## config.mk

```make
export PLATFORM = sky130hd
export DESIGN_NAME = spi_xfer_ctrl
export DESIGN_NICKNAME = d
export VERILOG_FILES = /design/src/rtl/spi_xfer_ctrl.sv
export SDC_FILE = /design/constraint.sdc
export NUM_CORES = 1
export LEC_CHECK = 0
export BUFFER_PORTS_ARGS = -buffer_cell sky130_fd_sc_hd__buf_2
export CAP_MARGIN = 0
export CORE_MARGIN = 3
export CORE_UTILIZATION = 50
export DETAILED_ROUTE_END_ITERATION = 6
export GPL_ROUTABILITY_DRIVEN = 0
export GPL_TIMING_DRIVEN = 0
export PLACE_DENSITY = 0.72
export RECOVER_POWER = 25
export SLEW_MARGIN = 20
export SYNTH_ARGS = -nofsm -noshare
export SYNTH_HDL_FRONTEND = slang
export SYNTH_SLANG_ARGS = --single-unit
```

## constraint.sdc

```tcl
create_clock -name clk -period 4.6 [get_ports clk]
set_input_delay 0.46 -clock clk [delete_from_list [all_inputs] [get_ports clk]]
set_output_delay 0.46 -clock clk [all_outputs]
set_load 0.1 [all_outputs]
```

## src/rtl/spi_xfer_ctrl.sv

```systemverilog
// SPI master transfer sequencer: drives SCLK / chip selects, paces byte loads
// toward spi_tx and emits per-edge shift/sample strobes. Holds no data.
module spi_xfer_ctrl #(
  parameter int NCS   = 4,
  parameter int DIV_W = 8,
  parameter int LEN_W = 8,
  localparam int CS_W = (NCS > 1) ? $clog2(NCS) : 1
) (
  input  logic             clk,
  input  logic             rst,
  input  logic             cfg_cpol,
  input  logic             cfg_cpha,
  input  logic [DIV_W-1:0] cfg_div,
  input  logic             cmd_valid,
  output logic             cmd_ready,
  input  logic [LEN_W-1:0] cmd_len,
  input  logic [CS_W-1:0]  cmd_cs,
  input  logic             abort,
  input  logic             tx_valid,
  output logic             tx_ready,
  output logic             shift_en,
  output logic             sample_en,
  output logic             byte_done,
  output logic             sclk,
  output logic [NCS-1:0]   cs_n,
  output logic             busy,
  output logic             done,
  output logic             aborted
);

  typedef enum logic [2:0] {IDLE, CS_SETUP, LOAD, XFER, CS_HOLD} state_t;

  state_t state, nxt;

  // Per-transfer configuration captured at command accept
  logic             cpol_q, cpha_q, ab_q;
  logic [DIV_W-1:0] div_q;
  logic [LEN_W-1:0] rem_q;
  logic [CS_W-1:0]  cs_q;

  // Timing: half-period counter, bit counter, leading/trailing phase
  logic [DIV_W-1:0] hc;
  logic [2:0]       bc;
  logic             ph;

  logic             accept, abt, edg, last_edge;
  logic             eff_cpol;
  logic [CS_W-1:0]  eff_cs;

  logic             sclk_n, shift_n, sample_n, bd_n, done_n, aborted_n;
  logic [NCS-1:0]   cs_n_n;

  assign cmd_ready = (state == IDLE);
  assign accept    = cmd_ready && cmd_valid;
  // abort in CS_HOLD is ignored so the hold time is never restarted
  assign abt       = abort && (state == CS_SETUP || state == LOAD || state == XFER);
  assign edg       = (state == XFER) && (hc == div_q);
  assign last_edge = edg && ph && (bc == 3'd7);
  // During the accept cycle the latched copies are not loaded yet
  assign eff_cpol  = (state == IDLE) ? cfg_cpol : cpol_q;
  assign eff_cs    = (state == IDLE) ? cmd_cs : cs_q;

  // State register
  always_ff @(posedge clk or posedge rst) begin
    if (rst) state <= IDLE;
    else     state <= nxt;
  end

  // Next-state logic and next values of the registered outputs
  always_comb begin
    nxt       = state;
    sclk_n    = eff_cpol;
    shift_n   = 1'b0;
    sample_n  = 1'b0;
    bd_n      = 1'b0;
    done_n    = 1'b0;
    aborted_n = 1'b0;
    cs_n_n    = '1;

    case (state)
      IDLE:     if (cmd_valid)      nxt = CS_SETUP;
      CS_SETUP: if (hc == div_q)    nxt = LOAD;
      LOAD:     if (tx_valid)       nxt = XFER;
      XFER:     if (last_edge)      nxt = (rem_q == '0) ? CS_HOLD : LOAD;
      CS_HOLD:  if (hc == div_q)    nxt = IDLE;
      default:                      nxt = IDLE;
    endcase
    if (abt) nxt = CS_HOLD;

    if (edg && !abt) begin
      if (!ph) begin
        // leading edge
        sample_n = !cpha_q;
        shift_n  = cpha_q && (bc != 3'd0);
      end else begin
        // trailing edge
        sample_n = cpha_q;
        shift_n  = !cpha_q && (bc != 3'd7);
        bd_n     = (bc == 3'd7);
      end
    end

    if (nxt == IDLE)              sclk_n = cfg_cpol;
    else if (edg && !abt)         sclk_n = ~sclk;
    else if (state == XFER && !abt) sclk_n = sclk;

    for (int i = 0; i < NCS; i++)
      cs_n_n[i] = !((nxt != IDLE) && (int'(eff_cs) == i));

    done_n    = (state == CS_HOLD) && (nxt == IDLE);
    aborted_n = done_n && ab_q;
  end

  // Command latch and transfer counters
  always_ff @(posedge clk or posedge rst) begin
    if (rst) begin
      cpol_q <= 1'b0;
      cpha_q <= 1'b0;
      div_q  <= '0;
      rem_q  <= '0;
      cs_q   <= '0;
      ab_q   <= 1'b0;
      hc     <= '0;
      bc     <= '0;
      ph     <= 1'b0;
    end else if (accept) begin
      cpol_q <= cfg_cpol;
      cpha_q <= cfg_cpha;
      div_q  <= cfg_div;
      rem_q  <= cmd_len;
      cs_q   <= cmd_cs;
      ab_q   <= 1'b0;
      hc     <= '0;
      bc     <= '0;
      ph     <= 1'b0;
    end else begin
      if (abt) ab_q <= 1'b1;
      if (nxt != state || hc == div_q)             hc <= '0;
      else if (state != IDLE && state != LOAD)     hc <= hc + DIV_W'(1);
      if (edg && !abt) begin
        ph <= ~ph;
        if (ph) bc <= bc + 3'd1;
      end
      if (last_edge && !abt && rem_q != '0) rem_q <= rem_q - LEN_W'(1);
    end
  end

  // Registered outputs
  always_ff @(posedge clk or posedge rst) begin
    if (rst) begin
      sclk      <= 1'b0;
      cs_n      <= '1;
      tx_ready  <= 1'b0;
      shift_en  <= 1'b0;
      sample_en <= 1'b0;
      byte_done <= 1'b0;
      busy      <= 1'b0;
      done      <= 1'b0;
      aborted   <= 1'b0;
    end else begin
      sclk      <= sclk_n;
      cs_n      <= cs_n_n;
      tx_ready  <= (nxt == LOAD);
      shift_en  <= shift_n;
      sample_en <= sample_n;
      byte_done <= bd_n;
      busy      <= (nxt != IDLE);
      done      <= done_n;
      aborted   <= aborted_n;
    end
  end

endmodule
```

==> results of run 1 <==
critical path, delay by kind of cell (launching register included):
kind                   cells  cell delay, ns
buffers and inverters      2            0.70
AND/OR/NAND/NOR            1            0.75
flip-flops                 1            0.38
final cells by class:
class                      instances  area [um^2]
buffer                            10         47.5
clock buffer                       6         72.6
clock inverter                     2         35.0
fill                             430         1890
inverter                           9         33.8
multi-input combinational        191         1200
sequential                        48         1210
tap                               67         83.8
timing repair buffer              38          189
report_power, final:
part | total [uW] | switching, uW | internal, uW | leakage (uW)
Clock | 296 | 135 | 161 | 0.0000552
Sequential | 654 | 91.9 | 562 | 0.000611
Combinational | 858 | 604 | 254 | 0.000648
Total | 1810 | 831 | 977 | 0.00131
how the worst min path moves through the flow:
stage,end,startpoint
2_1_floorplan,ab_q$_DFFE_PP0P_,ab_q$_DFFE_PP0P_
3_3_place_gp,ab_q$_DFFE_PP0P_,ab_q$_DFFE_PP0P_
3_5_place_dp,cs_q[0]$_DFFE_PP0P_,cs_q[0]$_DFFE_PP0P_
4_1_cts,div_q[2]$_DFFE_PP0P_,rst
5_1_grt,div_q[2]$_DFFE_PP0P_,cfg_div[2]
6_report,div_q[2]$_DFFE_PP0P_,rst
layer usage:
| layer | wire, um | vias to the layer above | share of wire, % | track usage (%) |
|---|---|---|---|---|
| met1 | 2370 | 875 | 48 | 24.5 |
| li1 | - | 965 | - | - |
| met3 | 193 | 5 | 3.9 | 2.84 |
| met2 | 2340 | 37 | 47 | 30.3 |
| met4 | 51 | 0 | 1.0 | 5.80 |
| met5 | 0 | - | 0 | 0 |
cell families (layout without fill, tap and decap cells):
family	after synthesis	after routing	synth area share (%)
AND/OR/NAND/NOR	123	123	24.3
multiplexers	9	9	4.33
buffers and inverters	19	65	3.27
flip-flops	48	48	48.5
adder cells (fa/ha/maj)	6	6	3.02
XOR/XNOR	25	25	8.80
AO/OA/AOI/OAI	28	28	7.75
per-stage QoR:
| stage | setup slack [ns] | cells | total power, uW | util (%) |
|---|---|---|---|---|
| after CTS | 2.04 | 371 | 1820 | 60.7 |
| after global routing | 1.95 | 371 | 1930 | 60.3 |
| final | 2.01 | 371 | 1810 | 60.3 |
| after global placement | 2.23 | 362 | 1510 | 58.0 |
| after floorplan | 0.717 | 258 | 1360 | - |
| after detailed placement | 2.23 | 363 | 1520 | 58.4 |
placed cells by master, fill, tap and decap left out, types with 2 or more instances in the layout:
| cell | count |
|---|---|
| sky130_fd_sc_hd__and4_1 | 2 |
| sky130_fd_sc_hd__nand3b_1 | 2 |
| sky130_fd_sc_hd__xnor2_1 | 15 |
| sky130_fd_sc_hd__o21ai_0 | 4 |
| sky130_fd_sc_hd__nor2_1 | 18 |
| sky130_fd_sc_hd__xor2_1 | 10 |
| sky130_fd_sc_hd__nor2_2 | 2 |
| sky130_fd_sc_hd__nand2b_1 | 2 |
| sky130_fd_sc_hd__and2_1 | 2 |
| sky130_fd_sc_hd__mux2i_1 | 4 |
| sky130_fd_sc_hd__nand3_1 | 13 |
| sky130_fd_sc_hd__dfrtp_1 | 44 |
| sky130_fd_sc_hd__o21ai_1 | 2 |
| sky130_fd_sc_hd__o211ai_1 | 2 |
| sky130_fd_sc_hd__or3_1 | 7 |
| sky130_fd_sc_hd__a31oi_1 | 2 |
| sky130_fd_sc_hd__nor3_1 | 4 |
| sky130_fd_sc_hd__a21oi_1 | 9 |
| sky130_fd_sc_hd__clkbuf_1 | 9 |
| sky130_fd_sc_hd__nor2b_1 | 2 |
| sky130_fd_sc_hd__buf_2 | 39 |
| sky130_fd_sc_hd__clkbuf_8 | 5 |
| sky130_fd_sc_hd__and3_1 | 3 |
| sky130_fd_sc_hd__inv_1 | 9 |
| sky130_fd_sc_hd__mux2_2 | 3 |
| sky130_fd_sc_hd__nand2_1 | 53 |
| sky130_fd_sc_hd__nor3b_1 | 3 |
| sky130_fd_sc_hd__ha_1 | 6 |
| sky130_fd_sc_hd__nand4_1 | 3 |
| sky130_fd_sc_hd__dfstp_2 | 4 |
| sky130_fd_sc_hd__nor4_2 | 2 |
flip-flops by register name, summed over array words and instances (netlist names), 2 cells and up:
register / cells
bc: 3
cs_n: 4
cs_q: 2
div_q: 8
hc: 8
rem_q: 8
state: 3
==> impl_metrics.csv, run 1 <==
group,metric,value,unit
worst_setup_path,path_cells,"buf_6, nor3_1, buf_2",
run_status,status,"complete, no violations",
worst_setup_path,criticalPathCategory,"reg -> out",
worst_setup_path,reg2reg_slack,2.21,ns
floorplanning,floorplan.initialDensity,52.3,%
timing,worst-slew-pin-transition,1.42,ns
timing,worst_slew_margin_rel,5.46,%
timing,fin_crit_sh,56.3,%
worst_setup_path,crit_slowest_cell,"sky130_fd_sc_hd__nor3_1",
worst_setup_path,timing.rr.start,"bc[0]$_DFFE_PP0P_",
clock_network,clkSlewWorstSetupHoldPaths,0.09,ns
clock_network,clk_path_buf_depth,2,
worst_setup_path,crit_path_start,"state[1]$_DFF_PP0_",
global_routing,antenna_violations_before_repair,0,
synth,synth.largest_area_cell,"sky130_fd_sc_hd__dfrtp_1",
routing,drtPass1Iterations,6,
synth,synth_nets,289,
routing,antenna_viol_nets_final,0,
routing,drt-wirelength-per-cell,13.4,um
placed_design,hpwl,3640,um
power_and_ir_drop,max-vdd-ir-drop,0.000319,V
clock_network,clock_tree_from_tritoncts,"built",
floorplanning,fp-row-count,25,
clock_network,post-cts-setup-buffers,0,
global_routing,grt_util_all_layers,18.2,%
timing,finalClockSkew,0.00559,ns
global_routing,grt_pass1_vias,1855,
global_routing,grt_pass1_wl,8620,um
routing,route.detailed.drc,0,
clock_network,cts.hold.buffers_added,0,
synth,ys_types,47,
job,maxCapViolations,0,
synth,dominantRegCellSynth,"sky130_fd_sc_hd__dfrtp_1",
timing,max_slew_vio_count,0,
floorplanning,die_boundary_height,76.5,um
floorplanning,floorplan.io_pins,38,
worst_setup_path,startpoint_type,"register",
timing,final-setup-viol-count,0,
timing,fin_tns_setup,0,ns
layout,num_antenna_cells,0,
clock_network,htree_num_levels,2,
synth,number_of_synthesized_flops_with_an_enable_pin,0,
clock_network,clkLatencyLatePin,0.29,ns
routing,route.vias.total,1882,
timing,fin_worst_hold_slack,0.332,ns
timing,final_hold_viol_count,0,
timing,rsz0062_at_grt,"no",
floorplanning,die_width,76.5,um
synth,synthMostInstantiatedCell,"sky130_fd_sc_hd__nand2_1",
routing,finalWirelength,4960,um
global_routing,overflow_left_after_global_routing,0,
routing,vias_per_cell,5.07,
power_and_ir_drop,power_density,631,nW/um^2
floorplanning,fp.dieArea,5860,um^2
clock_network,cts_resized,0,
synth,synth-warning-count,0,
floorplanning,core-area,4750,um^2
placed_design,io_buffers,37,
worst_setup_path,required,4.14,ns
synth,ys_top_cells_by_area,"sky130_fd_sc_hd__dfrtp_1 44%, sky130_fd_sc_hd__nand2_1 8.0%, sky130_fd_sc_hd__xnor2_1 5.3%, sky130_fd_sc_hd__dfstp_2 4.2%, sky130_fd_sc_hd__xor2_1 3.5%",
synth,avgSynthCellArea,9.64,um^2
synth,synth.top_cell.area_share,44.3,%
layout,design_area,2870,um^2
worst_setup_path,rr_endpoint,"cs_n[3]$_DFF_PP1_",
clock_network,numClockSinks,48,
worst_setup_path,cp.arrival,2.13,ns
worst_setup_path,worst_path_largest_cell_delay,0.75,ns
layout,fin_nets,334,
timing,final.min_clock_period,2.59,ns
worst_setup_path,worstSetupEndpoint,"cmd_ready",
layout,drive_gt1_share,20.7,%
clock_network,numCtsBuffers,5,
synth,asyncSetResetFlopFracSynth,100,%
synth,ys_seq_area_share,48.5,%
synth,postSynthCellCount,258,
synth,yosys_register_bits,48,
synth,mappedNetlistArea,2490,um^2
timing,timing.fmax,386,MHz
worst_setup_path,worst-path-max-fanout,9,
global_routing,maximum_number_of_pins_on_one_net_before_global_route_repair,28,
synth,synth_top_cells_by_count,"53 x sky130_fd_sc_hd__nand2_1, 44 x sky130_fd_sc_hd__dfrtp_1, 18 x sky130_fd_sc_hd__nor2_1",
power_and_ir_drop,p_leak,0.00131,uW
layout,area_delta_synth_final,15.3,%
placed_design,place_area,2780,um^2
min_path,hp-class,"in -> async",
routing,dr.first_iter.drc_count,66,
worst_setup_path,critical_path.endpoint_type,"primary output",
worst_setup_path,logic_depth_of_the_worst_register_to_register_path,8,
clock_network,cts-root-buf,"sky130_fd_sc_hd__clkbuf_8",
Note: power is estimated with default switching activity, not from simulation.
==> run 2: changes to the inputs <==
- clock period: 4.6 -> 2.6 ns (I/O delays scaled with it)
==> run 2 against run 1 <==
Effect of this change: flip-flop and latch count unchanged; clock power increased by 78%; global-route usage grew 0.094 points; die area unchanged; via count increased by 1.2%; utilization increased by 0.76 points; worst setup slack lost 1.8 ns; first-iteration DRC count increased by 6.1%; clock-buffer cell count unchanged; largest cell class is now multi-input gates.
==> impl_metrics.csv, run 2 (synthesis results as in run 1) <==
group,metric,value,unit
worst_setup_path,criticalPathCategory,"reg -> reg",
layout,mostFrequentLayoutCells,"53 x sky130_fd_sc_hd__nand2_1, 44 x sky130_fd_sc_hd__dfrtp_1, 39 x sky130_fd_sc_hd__buf_2",
power_and_ir_drop,power_density,1110,nW/um^2
layout,area_delta_synth_final,16.8,%
clock_network,numClockSinks,48,
routing,finalWirelength,4950,um
power_and_ir_drop,max-vdd-ir-drop,0.000618,V
floorplanning,fp-row-count,25,
worst_setup_path,worst-path-max-fanout,5,
worst_setup_path,startpoint_type,"register",
floorplanning,die_boundary_height,76.5,um
clock_network,clock_tree_from_tritoncts,"built",
timing,timing.fmax,413,MHz
worst_setup_path,required,2.82,ns
routing,vias_per_cell,5.12,
timing,rsz0062_at_grt,"no",
power_and_ir_drop,p_leak,0.00134,uW
floorplanning,floorplan.io_pins,38,
routing,dr.first_iter.drc_count,70,
worst_setup_path,cp.arrival,2.64,ns
layout,layout_top_registers,"div_q: 8 flops, hc: 8 flops, rem_q: 8 flops",
layout,n_fill_cell,436,
clock_network,cts-root-buf,"sky130_fd_sc_hd__clkbuf_8",
placed_design,place_ws,0.212,ns
timing,fin_tns_setup,0,ns
clock_network,htree_num_levels,2,
timing,final_hold_viol_count,0,
timing,worst_slew_margin_rel,43.5,%
worst_setup_path,critical_path.endpoint_type,"register",
min_path,hold_path_depth,3,
min_path,hp-class,"in -> reg",
layout,num_antenna_cells,0,
global_routing,grt_util_all_layers,18.3,%
layout,final-instance-count-excl-fill,372,
clock_network,clkSlewWorstSetupHoldPaths,0.09,ns
floorplanning,core-area,4750,um^2
routing,drtPass1Iterations,4,
floorplanning,die_width,76.5,um
global_routing,maximum_number_of_pins_on_one_net_before_global_route_repair,26,
global_routing,overflow_left_after_global_routing,0,
global_routing,grt_pass1_wl,8710,um
layout,layout_commonest_cell,"sky130_fd_sc_hd__nand2_1",
routing,drt-wirelength-per-cell,13.3,um
placed_design,hpwl,3630,um
timing,worst-slew-pin-transition,0.847,ns
routing,route.vias.total,1904,
timing,min_setup_slack_post_route,0.176,ns
timing,final.min_clock_period,2.42,ns
global_routing,grt_pass1_vias,1862,
layout,fin_nets,335,
floorplanning,fp.dieArea,5860,um^2
floorplanning,floorplan.initialDensity,52.3,%
timing,final-setup-viol-count,0,
job,maxCapViolations,0,
worst_setup_path,logic_depth_of_the_worst_register_to_register_path,8,
power_and_ir_drop,p_total,3240,uW
clock_network,clkLatencyLatePin,0.30,ns
placed_design,io_buffers,37,
timing,finalClockSkew,0.0120,ns
run_status,status,"complete, no violations",
routing,antenna_viol_nets_final,0,
timing,fin_worst_hold_slack,0.138,ns
clock_network,clk_path_buf_depth,2,
placed_design,number_of_placed_instances_with_taps_included,363,
layout,drive_gt1_share,21.6,%
routing,route.detailed.drc,0,
timing,max_slew_vio_count,0,
global_routing,antenna_violations_before_repair,0,
timing,fin_crit_sh,93.2,%
clock_network,numCtsBuffers,5,
==> run 2: cell count changes in the layout (fill, tap and decap cells not counted), sizes merged <==
cell and delta:
dlygate4sd3 +1
==> run 2: cell type report <==
type / instances / area (um^2) / area share, %
Buffer: 10 / 47.5 / 1.64
Clock buffer: 6 / 72.6 / 2.50
Clock inverter: 2 / 35.0 / 1.21
Inverter: 9 / 33.8 / 1.16
Multi-Input combinational cell: 191 / 1220 / 42.2
Sequential cell: 48 / 1210 / 41.5
Tap cell: 67 / 83.8 / 2.89
Timing Repair Buffer: 39 / 200 / 6.89
==> run 2: repair_timing <==
item | CTS | global route
gates resized for setup | 0 | 2
buffers inserted | 0 | 0
endpoints found under the setup margin | 0 | 2
hold endpoints to repair | 1 | 0
hold buffers | 1 | 0
==> run 2: stage by stage <==
stage          cell area [um^2]  utilization [%]
6_report                   2900             61.1
4_1_cts                    2910             61.1
3_5_place_dp               2790             58.6
5_1_grt                    2900             61.1
3_3_place_gp               2770             58.2
2_1_floorplan              2500                -
==> run 2: metal layers <==
| metal | global-route usage [%] | part of all wire (%) | up-vias |
|---|---|---|---|
| li1 | - | - | 969 |
| met1 | 25.0 | 46 | 891 |
| met2 | 30.1 | 49 | 35 |
| met3 | 2.60 | 3.5 | 9 |
| met4 | 5.98 | 1.5 | 0 |
| met5 | 0 | 0 | - |
==> run 2: path summary, 6_finish.rpt <==
kind | from | endpoint | slack, ns
setup reg to reg | bc[0]$_DFFE_PP0P_ | cs_n[3]$_DFF_PP1_ | 0.18
max in group asynchronous | rst | cs_q[1]$_DFFE_PP0P_ | 0.81
min in group asynchronous | rst | rem_q[4]$_DFFE_PP0P_ | 0.67
hold / removal | cfg_div[0] | div_q[0]$_DFFE_PP0P_ | 0.14
hold reg to reg | ab_q$_DFFE_PP0P_ | ab_q$_DFFE_PP0P_ | 0.47
setup / recovery | bc[0]$_DFFE_PP0P_ | cs_n[3]$_DFF_PP1_ | 0.18
==> run 2: critical path, cell delays in order (launching register included) <==
cell	delay, ns
sky130_fd_sc_hd__dfrtp_1	0.42
sky130_fd_sc_hd__ha_1	0.22
sky130_fd_sc_hd__ha_1	0.23
sky130_fd_sc_hd__and3_1	0.19
sky130_fd_sc_hd__o41ai_2	0.43
sky130_fd_sc_hd__a211oi_2	0.16
sky130_fd_sc_hd__mux2i_4	0.24
sky130_fd_sc_hd__nor2_2	0.09
sky130_fd_sc_hd__or3_1	0.38
==> run 2: power breakdown <==
group / leakage, uW / internal (uW) / total (uW) / switching [uW]
Sequential: 0.000611 / 994 / 1160 / 166
Combinational: 0.000671 / 463 / 1550 / 1080
Clock: 0.0000552 / 286 / 528 / 242
